**src/rtl/key_scan_pkg.sv**
```systemverilog
// Shared definitions for the 74HC165 key scanner: scan phase encoding and counter sizing.
// Latency: n/a (types and constant functions only).
// Backpressure: n/a.
package key_scan_pkg;

  typedef enum logic [2:0] {
    GAP    = 3'd0,
    LOAD   = 3'd1,
    SETTLE = 3'd2,
    SHIFT  = 3'd3,
    EVAL   = 3'd4
  } scan_state_t;

  // Bits needed for a counter that runs 0..n-1 (at least one bit).
  function automatic int cnt_w(input int n);
    return (n < 2) ? 1 : $clog2(n);
  endfunction

endpackage

```
**src/rtl/hc165_shifter.sv**
```systemverilog
// 74HC165 timing engine: parallel load, settle, then shift N_BITS MSB-first into raw.
// Latency: (2*N_BITS+1)*CLK_DIV cycles from start to done; pins are registered.
// Backpressure: none; start is ignored while a scan is in progress.
module hc165_shifter
  import key_scan_pkg::*;
#(
  parameter int N_BITS  = 16,
  parameter int CLK_DIV = 25
) (
  input  logic              sys_clk,
  input  logic              sys_rst_n,
  input  logic              start,
  input  logic              ser_dat,
  output logic              hc165_pl,
  output logic              hc165_clk,
  output logic              done,
  output logic [N_BITS-1:0] raw
);

  localparam int DIV_W = cnt_w(CLK_DIV);
  localparam int BIT_W = cnt_w(N_BITS);
  localparam logic [DIV_W-1:0] DIV_LAST = DIV_W'(CLK_DIV - 1);
  localparam logic [BIT_W-1:0] BIT_LAST = BIT_W'(N_BITS - 1);

  scan_state_t       state_q, state_d;
  logic [DIV_W-1:0]  div_q, div_d;
  logic [BIT_W-1:0]  bit_q, bit_d;
  logic              hi_q, hi_d;
  logic [N_BITS-1:0] raw_q, raw_d;
  logic              div_end;

  assign div_end = (div_q == DIV_LAST);
  // raw carries the completed vector (including the final bit) in the done cycle.
  assign raw     = raw_d;

  // Phase sequencing; bits enter at the LSB so the first bit out lands in raw[N_BITS-1].
  always_comb begin
    state_d = state_q;
    div_d   = div_q;
    bit_d   = bit_q;
    hi_d    = hi_q;
    raw_d   = raw_q;
    done    = 1'b0;
    case (state_q)
      GAP: begin
        if (start) begin
          state_d = LOAD;
          div_d   = '0;
        end
      end
      LOAD: begin
        if (div_end) begin
          state_d = SETTLE;
          div_d   = '0;
        end else begin
          div_d = div_q + 1'b1;
        end
      end
      SETTLE: begin
        if (div_end) begin
          state_d = SHIFT;
          div_d   = '0;
          bit_d   = '0;
          hi_d    = 1'b0;
        end else begin
          div_d = div_q + 1'b1;
        end
      end
      SHIFT: begin
        if (!div_end) begin
          div_d = div_q + 1'b1;
        end else begin
          div_d = '0;
          if (hi_q) begin
            hi_d  = 1'b0;
            bit_d = bit_q + 1'b1;
          end else begin
            raw_d = {raw_q[N_BITS-2:0], ser_dat};
            if (bit_q == BIT_LAST) begin
              // Last bit: no trailing high phase, so the chain sees N_BITS-1 rising edges.
              done    = 1'b1;
              state_d = GAP;
            end else begin
              hi_d = 1'b1;
            end
          end
        end
      end
      default: state_d = GAP;
    endcase
  end

  // State, counters, sample register and pin drivers decoded from the next state.
  always_ff @(posedge sys_clk or negedge sys_rst_n) begin
    if (!sys_rst_n) begin
      state_q   <= GAP;
      div_q     <= '0;
      bit_q     <= '0;
      hi_q      <= 1'b0;
      raw_q     <= '0;
      hc165_pl  <= 1'b1;
      hc165_clk <= 1'b0;
    end else begin
      state_q   <= state_d;
      div_q     <= div_d;
      bit_q     <= bit_d;
      hi_q      <= hi_d;
      raw_q     <= raw_d;
      hc165_pl  <= (state_d != LOAD);
      hc165_clk <= (state_d == SHIFT) && hi_d;
    end
  end

endmodule

```
**src/rtl/key_scan_hc165.sv**
```systemverilog
// Free-running 74HC165 chain scanner with per-bit debounce and change flag.
// Latency: keys updates in the EVAL cycle of the DEBOUNCE-th identical scan.
// Backpressure: none; key_valid/scan_done are single-cycle pulses, never held.
module key_scan_hc165
  import key_scan_pkg::*;
#(
  parameter int N_BITS   = 16,
  parameter int CLK_DIV  = 25,
  parameter int SCAN_GAP = 50000,
  parameter int DEBOUNCE = 3,
  parameter int ACT_LOW  = 1
) (
  input  logic              sys_clk,
  input  logic              sys_rst_n,
  output logic              hc165_pl,
  output logic              hc165_clk,
  input  logic              hc165_dat,
  output logic [N_BITS-1:0] keys,
  output logic              key_valid,
  output logic              scan_done
);

  localparam int GAP_W = cnt_w(SCAN_GAP);
  localparam int CNT_W = cnt_w(DEBOUNCE + 1);
  localparam logic [GAP_W-1:0]  GAP_LAST = GAP_W'(SCAN_GAP - 1);
  localparam logic [CNT_W-1:0]  DEB_MAX  = CNT_W'(DEBOUNCE);
  localparam logic [N_BITS-1:0] INV_MASK = (ACT_LOW != 0) ? {N_BITS{1'b1}} : {N_BITS{1'b0}};

  // Top only distinguishes idle gap, engine busy (SHIFT) and evaluation.
  scan_state_t       state_q, state_d;
  logic [GAP_W-1:0]  gap_q, gap_d;
  logic [CNT_W-1:0]  cnt_q, cnt_d;
  logic [N_BITS-1:0] prev_q, prev_d;
  logic [N_BITS-1:0] v;
  logic              start, upd;
  logic              dat_meta, dat_sync;
  logic              sh_done;
  logic [N_BITS-1:0] sh_raw;

  hc165_shifter #(
    .N_BITS  (N_BITS),
    .CLK_DIV (CLK_DIV)
  ) u_shifter (
    .sys_clk   (sys_clk),
    .sys_rst_n (sys_rst_n),
    .start     (start),
    .ser_dat   (dat_sync),
    .hc165_pl  (hc165_pl),
    .hc165_clk (hc165_clk),
    .done      (sh_done),
    .raw       (sh_raw)
  );

  // Two-flop synchronizer for the asynchronous chain output.
  always_ff @(posedge sys_clk or negedge sys_rst_n) begin
    if (!sys_rst_n) begin
      dat_meta <= 1'b0;
      dat_sync <= 1'b0;
    end else begin
      dat_meta <= hc165_dat;
      dat_sync <= dat_meta;
    end
  end

  // Scan sequencing plus debounce decision, evaluated on the engine's done cycle.
  always_comb begin
    state_d = state_q;
    gap_d   = gap_q;
    start   = 1'b0;
    cnt_d   = cnt_q;
    prev_d  = prev_q;
    upd     = 1'b0;
    v       = sh_raw ^ INV_MASK;
    case (state_q)
      GAP: begin
        if (gap_q == GAP_LAST) begin
          gap_d   = '0;
          start   = 1'b1;
          state_d = SHIFT;
        end else begin
          gap_d = gap_q + 1'b1;
        end
      end
      SHIFT:   if (sh_done) state_d = EVAL;
      EVAL:    state_d = GAP;
      default: state_d = GAP;
    endcase
    if (sh_done) begin
      if (v == prev_q) begin
        cnt_d = (cnt_q >= DEB_MAX) ? cnt_q : cnt_q + 1'b1;
      end else begin
        cnt_d  = CNT_W'(1);
        prev_d = v;
      end
      upd = (cnt_d >= DEB_MAX) && (v != keys);
    end
  end

  // Registered state and outputs; pulses are high exactly during the EVAL cycle.
  always_ff @(posedge sys_clk or negedge sys_rst_n) begin
    if (!sys_rst_n) begin
      state_q   <= GAP;
      gap_q     <= '0;
      cnt_q     <= '0;
      prev_q    <= '0;
      keys      <= '0;
      key_valid <= 1'b0;
      scan_done <= 1'b0;
    end else begin
      state_q   <= state_d;
      gap_q     <= gap_d;
      cnt_q     <= cnt_d;
      prev_q    <= prev_d;
      scan_done <= sh_done;
      key_valid <= upd;
      if (upd) keys <= v;
    end
  end

endmodule

```
**config.mk**
```make
export PLATFORM = sky130hd
export DESIGN_NAME = key_scan_hc165
export DESIGN_NICKNAME = d
export VERILOG_FILES = /design/src/rtl/key_scan_pkg.sv /design/src/rtl/hc165_shifter.sv /design/src/rtl/key_scan_hc165.sv
export SDC_FILE = /design/constraint.sdc
export NUM_CORES = 1
export LEC_CHECK = 0
export ABC_AREA = 1
export CAP_MARGIN = 5
export CELL_PAD_IN_SITES_DETAIL_PLACEMENT = 2
export CELL_PAD_IN_SITES_GLOBAL_PLACEMENT = 2
export CORE_MARGIN = 1.5
export CORE_UTILIZATION = 35
export CTS_CLUSTER_SIZE = 30
export DETAILED_ROUTE_END_ITERATION = 12
export PLACE_DENSITY = 0.79
export SLEW_MARGIN = 20
export SYNTH_ARGS = -nofsm -noshare
export SYNTH_HDL_FRONTEND = slang
export SYNTH_HIERARCHICAL = 1
export SYNTH_SLANG_ARGS = --single-unit
```
**constraint.sdc**
```tcl
create_clock -name sys_clk -period 2.8 [get_ports sys_clk]
set_clock_uncertainty 0.15 [all_clocks]
set_input_delay 0.28 -clock sys_clk [delete_from_list [all_inputs] [get_ports sys_clk]]
set_output_delay 0.28 -clock sys_clk [all_outputs]
set_load 0.1 [all_outputs]
```
==> results.yml, run 1 <==
status:
  status: "finished clean"
final_layout:
  seq_area_sq_mm: 0.00218
  final_cell_area_sq_mm: 0.00571
  n_antenna_cell: 0
  layout_commonest_cell: "nand2_1"
  area_growth_syn_to_layout_pct: 24.0
  layout-drive-gt1-share_pct: 20.5
  fill_cells: 1506
  multiInputGateArea_sq_mm: 0.00224
  layout_common_cells: "nand2_1 (218), dfrtp_1 (86), inv_1 (66), buf_4 (47), nand4_1 (42)"
  layout.nets: 680
  instances_no_fill: 849
critical_path:
  crit_arrival_ns: 2.84
  cpMostUsedCell: "nand2_2"
  crit_fanout: 9
  cp_cell_sequence: "inv_2 > ha_4 > nand2_2 > nor2_4 > buf_6 > nand3_4 > nand2_4 > nand2_4 > inv_4 > nand2_2 > nand2_2 > nand2_2 > nor2_2 > nand2_2 > nor2_8 > nand3_4 > nand2_1 > nand2_1"
  critPathLaunchType: "flop"
  cp-end-kind: "flop"
  worstPathRequired_ns: 2.89
  max_stage_delay_ns: 0.41
  worstSetupPathType: "reg -> reg"
  slowest_stage: "dfrtp_1"
global_routing:
  grt-ovfl-total: 0
  grt_pass1_vias: 4806
  grt_util_all_layers_pct: 23.3
  grt_antenna_before_repair: 0
  grt_max_degree: 45
  grt_pass1_wl_um: 25400
sta:
  setup_viol: 0
  slew_viol_final: 0
  maxSlewHeadroom_pct: 57.2
  min_period_ns: 2.75
  tns_ns: 0
  hold_viol_final: 0
  rsz0062_at_grt: "yes"
  worstMarginPinSlew_ns: 0.642
  fmax_mhz: 364
  hold_ws_ns: 0.209
  period_share_pct: 98.1
die:
  dieHeight_um: 118
  num_io_pins: 23
  die-area_sq_mm: 0.0138
  coreArea_sq_mm: 0.0127
  dieWidth_um: 118
  row_count: 41
  initial_core_util_pct: 36.2
power:
  cellPowerDensity_mw_per_mm2: 449
  vdd_drop_max_mv: 0.290
  p_leak_nw: 2.87
  finalPower_mw: 2.56
synth:
  synth-seq-area-share_pct: 47.3
  syn_nets: 626
  synth_area_sq_mm: 0.00460
  avgSynthCellArea_sq_um: 7.43
  ys_warn_count: 6
  synth_cell_types: 36
  postSynthCellCount: 619
  ys_seq_elements: 87
placement:
  place_area_sq_mm: 0.00506
  gp_congestion: 0.779
  placed_cells: 819
  placement.io_buffers: 22
  hpwl_um: 10500
clock_tree:
  clock-root-buffer: "clkbuf_16"
  clockBufferDepth: 2
  htree_levels: 3
  cts_buffers: 9
  cts_tree: "done"
  path_clk_slew_ns: 0.07
  worstSkewPairLatency_ns: 0.35
  cts_sinks: 87
worst_hold_path:
  hold_class: "reg -> reg"
drt:
  ant_nets: 0
  drtIter0Drc: 206
  dr_total_vias: 4340
  drt_wl_total_um: 15400
  via_per_inst: 5.11
  route.detailed.drc: 0
  detail_route.wl_per_cell_um: 18.1
  dr.pass1.iters: 4
job:
  maxCapViolations: 0
## metrics by stage
stage          util [%]  setup slack (ns)
2_1_floorplan         -             0.286
3_3_place_gp       39.8             0.106
3_5_place_dp       39.8            -0.106
4_1_cts            43.9            0.0272
5_1_grt            44.9            -0.109
6_report           44.9            0.0538
## synthesized netlist by cell type
cell	instances	share of area [%]
conb_1	1	0.082
nor3_1	8	0.87
buf_2	5	0.54
ha_1	4	1.1
clkbuf_1	3	0.24
nor2_1	44	3.6
nand3_1	30	3.3
nor2_4	2	0.49
clkbuf_2	1	0.11
o21bai_1	1	0.16
o31ai_1	1	0.16
dfrtp_1	86	47
inv_2	7	0.57
buf_6	4	0.98
nand2_2	4	0.54
nand2_4	1	0.24
o21ai_0	14	1.5
nand4_1	42	5.7
nand3_2	1	0.22
nor2_2	3	0.41
nand3b_1	1	0.16
nor4_1	3	0.41
nand3_4	2	0.76
nor2_8	1	0.44
o21a_1	2	0.33
nand2_1	252	21
and3_1	1	0.14
dfstp_2	1	0.57
clkinv_1	1	0.082
inv_1	71	5.8
a21oi_1	5	0.54
xor2_1	6	1.1
xnor2_1	2	0.38
buf_4	2	0.33
or2_2	1	0.14
o21ai_1	6	0.65
## sequential cells by signal, indices dropped and copies added (netlist names)
signal / count
key_valid: 1
gap_q: 16
u_shifter/raw_q: 16
dat_meta: 1
u_shifter/hc165_clk: 1
u_shifter/bit_q: 4
state_q: 2
cnt_q: 2
u_shifter/state_q: 3
scan_done: 1
prev_q: 16
u_shifter/hc165_pl: 1
u_shifter/div_q: 5
dat_sync: 1
u_shifter/hi_q: 1
keys: 16
## where the power goes
part / switching, mW / total [mW] / internal [mW] / leakage (nW)
Combinational: 0.0275 / 0.0336 / 0.00610 / 1.53
Clock: 0.530 / 1.27 / 0.739 / 0.148
Sequential: 0.00124 / 1.26 / 1.26 / 1.19
## layer usage
metal  up-vias  track usage (%)  part of all wire, %
met3        12             4.26                  1.8
met4         0             6.25                  1.1
met5         -                0                    0
li1       2064                -                    -
met2        38             43.2                   54
met1      2226             27.3                   43
## worst max-delay path, delay by kind of cell (launching register included)
kind	cells	cell delay, ns
DFF	1	0.41
buffers and inverters	3	0.32
adders and majority gates	1	0.15
and+or+nand+nor	14	1.60
## final timing paths
path	from	to	slack, ns	cells past startpoint
min in group asynchronous	sys_rst_n	gap_q[14]$_DFFE_PN0N_	0.34	2
max	u_shifter/div_q[1]$_DFFE_PN0P_	keys[6]$_DFFE_PN0P_	0.05	18
max reg2reg	u_shifter/div_q[1]$_DFFE_PN0P_	keys[6]$_DFFE_PN0P_	0.05	18
min reg2reg	dat_meta$_DFF_PN0_	dat_sync$_DFF_PN0_	0.21	0
min	dat_meta$_DFF_PN0_	dat_sync$_DFF_PN0_	0.21	0
max in group asynchronous	sys_rst_n	u_shifter/hc165_pl$_DFF_PN1_	1.42	3
## final cells by class
cell class | instances | area share (%)
multi-input cells | 441 | 39.2
flip-flops and latches | 87 | 38.2
repair buffers | 55 | 8.24
inverters | 79 | 5.24
clock buffers | 11 | 4.43
well taps | 172 | 3.77
clock inverters | 4 | 0.965
## logic make-up (layout without fill, tap and decap cells)
logic type	count (synthesis)	after routing	synth area share (%)
AO/OA/AOI/OAI	29	29	3.37
XOR/XNOR	8	8	1.52
adder cells (fa/ha/maj)	4	4	1.09
buffers and inverters	94	149	8.65
flip-flops	87	87	47.3
other	1	1	0.0815
AND/OR/NAND/NOR	396	399	37.9
## timing repair
item	in CTS	in global routing
endpoints found under the setup margin	34	35
buffers inserted	7	5
pin swaps	10	10
cloned	3	0
endpoints found under the hold margin	43	0
resized for setup	33	30
hold buffers	1	0
No activity file was read; power rests on OpenSTA's default activity.
==> run 2: changes to the inputs <==
CORE_ASPECT_RATIO = 0.75   (was not set)
==> run 2 against run 1 <==
The run now ends with negative setup slack left. Count of clock-buffer cells in the layout did not move. Hold slack better by 0.028 ns. First-iteration DRC count down 0.49%. Clock power rose by 16%. Die area barely moved. Critical path depth up 2. Global-route usage grew 1.7 points. Wire length is 35% higher. Non-clock buffer count grew 19. Sequential cell count is the same. Sequential power hardly changed. Core utilization grew 2.4 points. Critical path type unchanged. Critical endpoint is now keys[0]$_DFFE_PN0P_.
==> results.yml, run 2 (same netlist as run 1, synthesis figures left out) <==
clock_tree:
  cts_sinks: 87
  clock-root-buffer: "clkbuf_16"
  worstSkewPairLatency_ns: 0.36
  htree_levels: 3
  cts_buffers: 9
  clockBufferDepth: 2
  cts_tree: "done"
  path_clk_slew_ns: 0.07
drt:
  drtIter0Drc: 205
  route.detailed.drc: 0
  detail_route.wl_per_cell_um: 24.0
  ant_nets: 0
  dr_total_vias: 4705
  drt_wl_total_um: 20800
  dr.pass1.iters: 4
  via_per_inst: 5.41
final_layout:
  layout_commonest_cell: "nand2_1"
  final_cell_area_sq_mm: 0.00610
  fill_cells: 1441
  final_util_pct: 47.2
  multiInputGateArea_sq_mm: 0.00235
  seq_area_sq_mm: 0.00218
  area_growth_syn_to_layout_pct: 32.7
  layout-drive-gt1-share_pct: 27.7
  layout.nets: 700
  layout_common_cells: "nand2_1 (194), dfrtp_1 (86), inv_1 (63), buf_4 (56), nand2_2 (53)"
  n_antenna_cell: 0
die:
  coreArea_sq_mm: 0.0129
  initial_core_util_pct: 35.6
  row_count: 36
  die-area_sq_mm: 0.0138
  dieHeight_um: 102
  num_io_pins: 23
  dieWidth_um: 135
sta:
  rsz0062_at_grt: "yes"
  worstMarginPinSlew_ns: 0.652
  period_share_pct: 109
  fmax_mhz: 328
  slew_viol_final: 0
  hold_viol_final: 0
  setup_viol: 34
  min_period_ns: 3.05
  maxSlewHeadroom_pct: 56.3
  fin_ws_ns: -0.245
status:
  status: "complete, but fails checks"
  violations: "negative setup slack"
global_routing:
  grt_antenna_before_repair: 0
  grt_pass1_vias: 4815
  met1_usage_pct: 32.0
  use_met2_pct: 42.2
  grt-ovfl-total: 0
  grt_pass1_wl_um: 26000
  grt_util_all_layers_pct: 25.0
  busiest_layer: "met2"
  grt_max_degree: 46
  grt_use_met3_pct: 5.11
critical_path:
  cp-end-kind: "flop"
  crit_arrival_ns: 3.19
  worstSetupPathType: "reg -> reg"
  worstPathRequired_ns: 2.94
  crit_fanout: 8
  critPathLaunchType: "flop"
power:
  swShare_pct: 21.8
  pwr-share-clk_pct: 53.2
  power.share.sequential_pct: 45.5
  cellPowerDensity_mw_per_mm2: 453
  p_comb_share_pct: 1.3
  vdd_drop_max_mv: 0.365
  internal_power_mw: 2.16
  p_leak_nw: 3.02
  switchingPower_uw: 602
placement:
  place_area_sq_mm: 0.00505
  pre_cts_ws_ns: -0.154
  hpwl_um: 10600
  placement.io_buffers: 22
  gp_congestion: 0.790
job:
  maxCapViolations: 0
worst_hold_path:
  hold_class: "reg -> reg"
-- run 2: cell types whose count changed in the layout (fill, tap and decap cells not counted), moves of 4 or more --
cell,change
buf_6,+4
buf_12,+5
nand2_1,-24
nand2_2,+22
nor2_1,-5
nor2_2,+4
buf_4,+9
-- run 2: cell type report --
class	instances	area share [%]
Clock buffer	11	3.98
Inverter	79	5.02
Timing Repair Buffer	74	11.6
Sequential cell	87	35.7
Tap cell	171	3.50
Clock inverter	5	1.72
Multi-Input combinational cell	442	38.5
-- run 2: worst paths after layout --
| check | startpoint | to | slack [ns] | cells past startpoint |
|---|---|---|---|---|
| min in group asynchronous | sys_rst_n | prev_q[0]$_DFFE_PN0P_ | 0.34 | 2 |
| max in group asynchronous | sys_rst_n | u_shifter/raw_q[0]$_DFF_PN0_ | 1.45 | 3 |
| hold / removal | dat_meta$_DFF_PN0_ | dat_sync$_DFF_PN0_ | 0.24 | 0 |
| hold reg to reg | dat_meta$_DFF_PN0_ | dat_sync$_DFF_PN0_ | 0.24 | 0 |
| setup reg to reg | u_shifter/div_q[1]$_DFFE_PN0P_ | keys[0]$_DFFE_PN0P_ | -0.25 | 20 |
| setup / recovery | u_shifter/div_q[1]$_DFFE_PN0P_ | keys[0]$_DFFE_PN0P_ | -0.25 | 20 |
-- run 2: critical path: stages (launching register included) --
cell,delay (ns)
dfrtp_1,0.41
inv_2,0.10
ha_4,0.16
nand2_4,0.05
nor2_4,0.18
buf_12,0.15
clkbuf_16,0.14
nand4_1,0.10
nand2_2,0.13
inv_2,0.08
buf_4,0.14
nand2_1,0.09
nand2_2,0.08
nor2_1,0.13
nand2_1,0.14
nor2_4,0.18
nand2_4,0.09
buf_12,0.15
nand3_4,0.16
nand2_1,0.08
nand2_1,0.07
-- run 2: power groups by stage --
stage	logic, mW	registers (mW)	clock network [mW]
floorplan	0.000866	1.28	0
global placement	0.0343	1.28	0
detailed placement	0.0347	1.28	0
CTS	0.0355	1.26	1.46
global route	0.0399	1.26	1.53
finish	0.0348	1.26	1.47
-- run 2: what timing repair did --
action,CTS,global route
gates cloned,4,2
endpoints found under the setup margin,34,34
endpoints found under the hold margin,41,0
hold buffers,1,0
resized for setup,27,91
pin swaps,10,35
buffers inserted,14,14
-- run 2: routing by layer --
metal | part of all wire [%] | wire [um] | vias up
li1 | - | - | 2103
met1 | 42 | 8780 | 2451
met2 | 51 | 10600 | 105
met3 | 3.6 | 751 | 46
met4 | 3.1 | 647 | 0
met5 | 0 | 0 | -
-- run 2: per-stage QoR --
step | TNS (ns) | cells | hold slack [ns] | power (mW)
2_1_floorplan | 0 | 619 | -0.166 | 1.28
3_3_place_gp | 0 | 818 | 0.183 | 1.32
3_5_place_dp | -3.46 | 818 | 0.185 | 1.32
4_1_cts | 0 | 853 | 0.223 | 2.75
5_1_grt | -9.86 | 869 | 0.242 | 2.83
6_report | -5.36 | 869 | 0.237 | 2.77
==> run 3: changes to the inputs <==
CORE_ASPECT_RATIO = not set   (was 0.75)
TNS_END_PERCENT = 5   (was not set)
clock period = 3.07 ns   (was 2.8 ns; I/O delays follow)
==> run 3 against run 2 <==
The run now ends clean. Global-route usage down 3.0 points. Largest power group is now registers. Setup slack better by 0.41 ns. Via count down 9.3%. Sequential share of layout area up 3.7 points. Sequential cell count unchanged. Hold slack worse by 0.019 ns. Die area about the same. Highest routed layer unchanged.
==> results.yml, run 3 (same netlist as run 1, synthesis figures left out) <==
status:
  status: "finished clean"
critical_path:
  worstSetupPathType: "reg -> reg"
  cpMostUsedCell: "nand2_1"
  worstPathRequired_ns: 3.17
  cp_cell_sequence: "inv_2 > ha_1 > nand2_1 > nor2_4 > buf_12 > nand3_4 > nand2_1 > nand2_4 > buf_12 > nand2_1 > o21ai_0 > nor2_1 > nand2_1 > nor2_2 > nand2_2 > buf_6 > nand4_1 > nand2_1"
  cp-end-kind: "flop"
  crit_arrival_ns: 3.00
  max_stage_delay_ns: 0.42
  crit_fanout: 13
  critPathLaunchType: "flop"
  slowest_stage: "dfrtp_1"
power:
  cellPowerDensity_mw_per_mm2: 422
  vdd_drop_max_mv: 0.270
  p_leak_nw: 2.79
final_layout:
  n_antenna_cell: 0
  layout_common_cells: "nand2_1 (240), dfrtp_1 (86), inv_1 (69), nor2_1 (42), nand4_1 (42)"
  layout_commonest_cell: "nand2_1"
  final_util_pct: 43.4
  layout.nets: 670
  fill_cells: 1528
  layout-drive-gt1-share_pct: 15.3
  instances_no_fill: 840
  area_growth_syn_to_layout_pct: 20.1
drt:
  drt_wl_total_um: 15200
  via_per_inst: 5.08
  detail_route.wl_per_cell_um: 18.1
  ant_nets: 0
  route.detailed.drc: 0
  dr_total_vias: 4267
  drtIter0Drc: 214
  dr.pass1.iters: 4
sta:
  maxSlewHeadroom_pct: 51.3
  slew_viol_final: 0
  fmax_mhz: 345
  hold_viol_final: 0
  period_share_pct: 94.5
  setup_viol: 0
  min_period_ns: 2.90
  hold_ws_ns: 0.218
  worstMarginPinSlew_ns: 0.731
  fin_ws_ns: 0.168
clock_tree:
  cts_sinks: 87
  clock-root-buffer: "clkbuf_16"
  clockBufferDepth: 2
  worstSkewPairLatency_ns: 0.36
  path_clk_slew_ns: 0.07
  htree_levels: 3
  cts_buffers: 9
  cts_tree: "done"
die:
  row_count: 41
  coreArea_sq_mm: 0.0127
  die-area_sq_mm: 0.0138
  initial_core_util_pct: 36.2
  dieHeight_um: 118
  num_io_pins: 23
  dieWidth_um: 118
global_routing:
  grt-ovfl-total: 0
  grt_pass1_vias: 4646
  grt_antenna_before_repair: 0
  grt_pass1_wl_um: 24100
  grt_util_all_layers_pct: 22.0
  grt_max_degree: 52
worst_hold_path:
  hold_class: "reg -> reg"
placement:
  gp_congestion: 0.799
  pre_cts_ws_ns: 0.0952
  hpwl_um: 10500
  placement.io_buffers: 22
  placed_cells: 810
job:
  maxCapViolations: 0
## run 3: routing by layer
| metal | global-route usage [%] | share of wire (%) |
|---|---|---|
| met5 | 0 | 0 |
| met3 | 4.94 | 2.7 |
| met2 | 39.5 | 53 |
| met1 | 26.3 | 42 |
| met4 | 6.33 | 1.5 |
## run 3: per-stage QoR
stage	TNS (ns)	area [sq um]	power [mW]
2_1_floorplan	0	4600	1.17
3_3_place_gp	0	5000	1.20
3_5_place_dp	0	5000	1.20
4_1_cts	0	5310	2.37
5_1_grt	-0.261	5530	2.41
6_report	0	5530	2.33
## run 3: path summary, 6_finish.rpt
path                                                 to                      startpoint  cells after the start  slack, ns
min in group asynchronous         gap_q[13]$_DFFE_PN0N_                       sys_rst_n                      2       0.41
min reg2reg                          dat_sync$_DFF_PN0_              dat_meta$_DFF_PN0_                      0       0.22
max in group asynchronous  u_shifter/raw_q[5]$_DFF_PN0_                       sys_rst_n                      3       1.66
max                                 keys[2]$_DFFE_PN0P_  u_shifter/div_q[0]$_DFFE_PN0P_                     18       0.17
min                                  dat_sync$_DFF_PN0_              dat_meta$_DFF_PN0_                      0       0.22
max reg2reg                         keys[2]$_DFFE_PN0P_  u_shifter/div_q[0]$_DFFE_PN0P_                     18       0.17
## run 3: repair_timing
item	in CTS	in global routing
setup endpoints to repair	0	33
endpoints found under the hold margin	49	0
buffers inserted	0	10
gates resized for setup	0	23
hold buffers	1	0
## run 3: worst max-delay path: cells and delay by family (launching register included)
family	cells	cell delay [ns]
DFF	1	0.42
buffers and inverters	4	0.57
and+or+nand+nor	12	1.39
adders and majority gates	1	0.16
AOI/OAI and AO/OA	1	0.11
## run 3: area by class of cell
| type | instances | area (sq um) | area share, % |
|---|---|---|---|
| Clock buffer | 9 | 225 | 4.08 |
| Clock inverter | 7 | 80.1 | 1.45 |
| Inverter | 79 | 297 | 5.37 |
| Multi-Input combinational cell | 441 | 2130 | 38.6 |
| Sequential cell | 87 | 2180 | 39.4 |
| Tap cell | 172 | 215 | 3.89 |
| Timing Repair Buffer | 45 | 397 | 7.18 |
## run 3: power by group
| group | total (mW) | switching (mW) | internal [mW] |
|---|---|---|---|
| registers | 1.15 | 0.00140 | 1.15 |
| clock network | 1.15 | 0.510 | 0.640 |
| logic | 0.0311 | 0.0256 | 0.00554 |
| total | 2.33 | 0.537 | 1.79 |
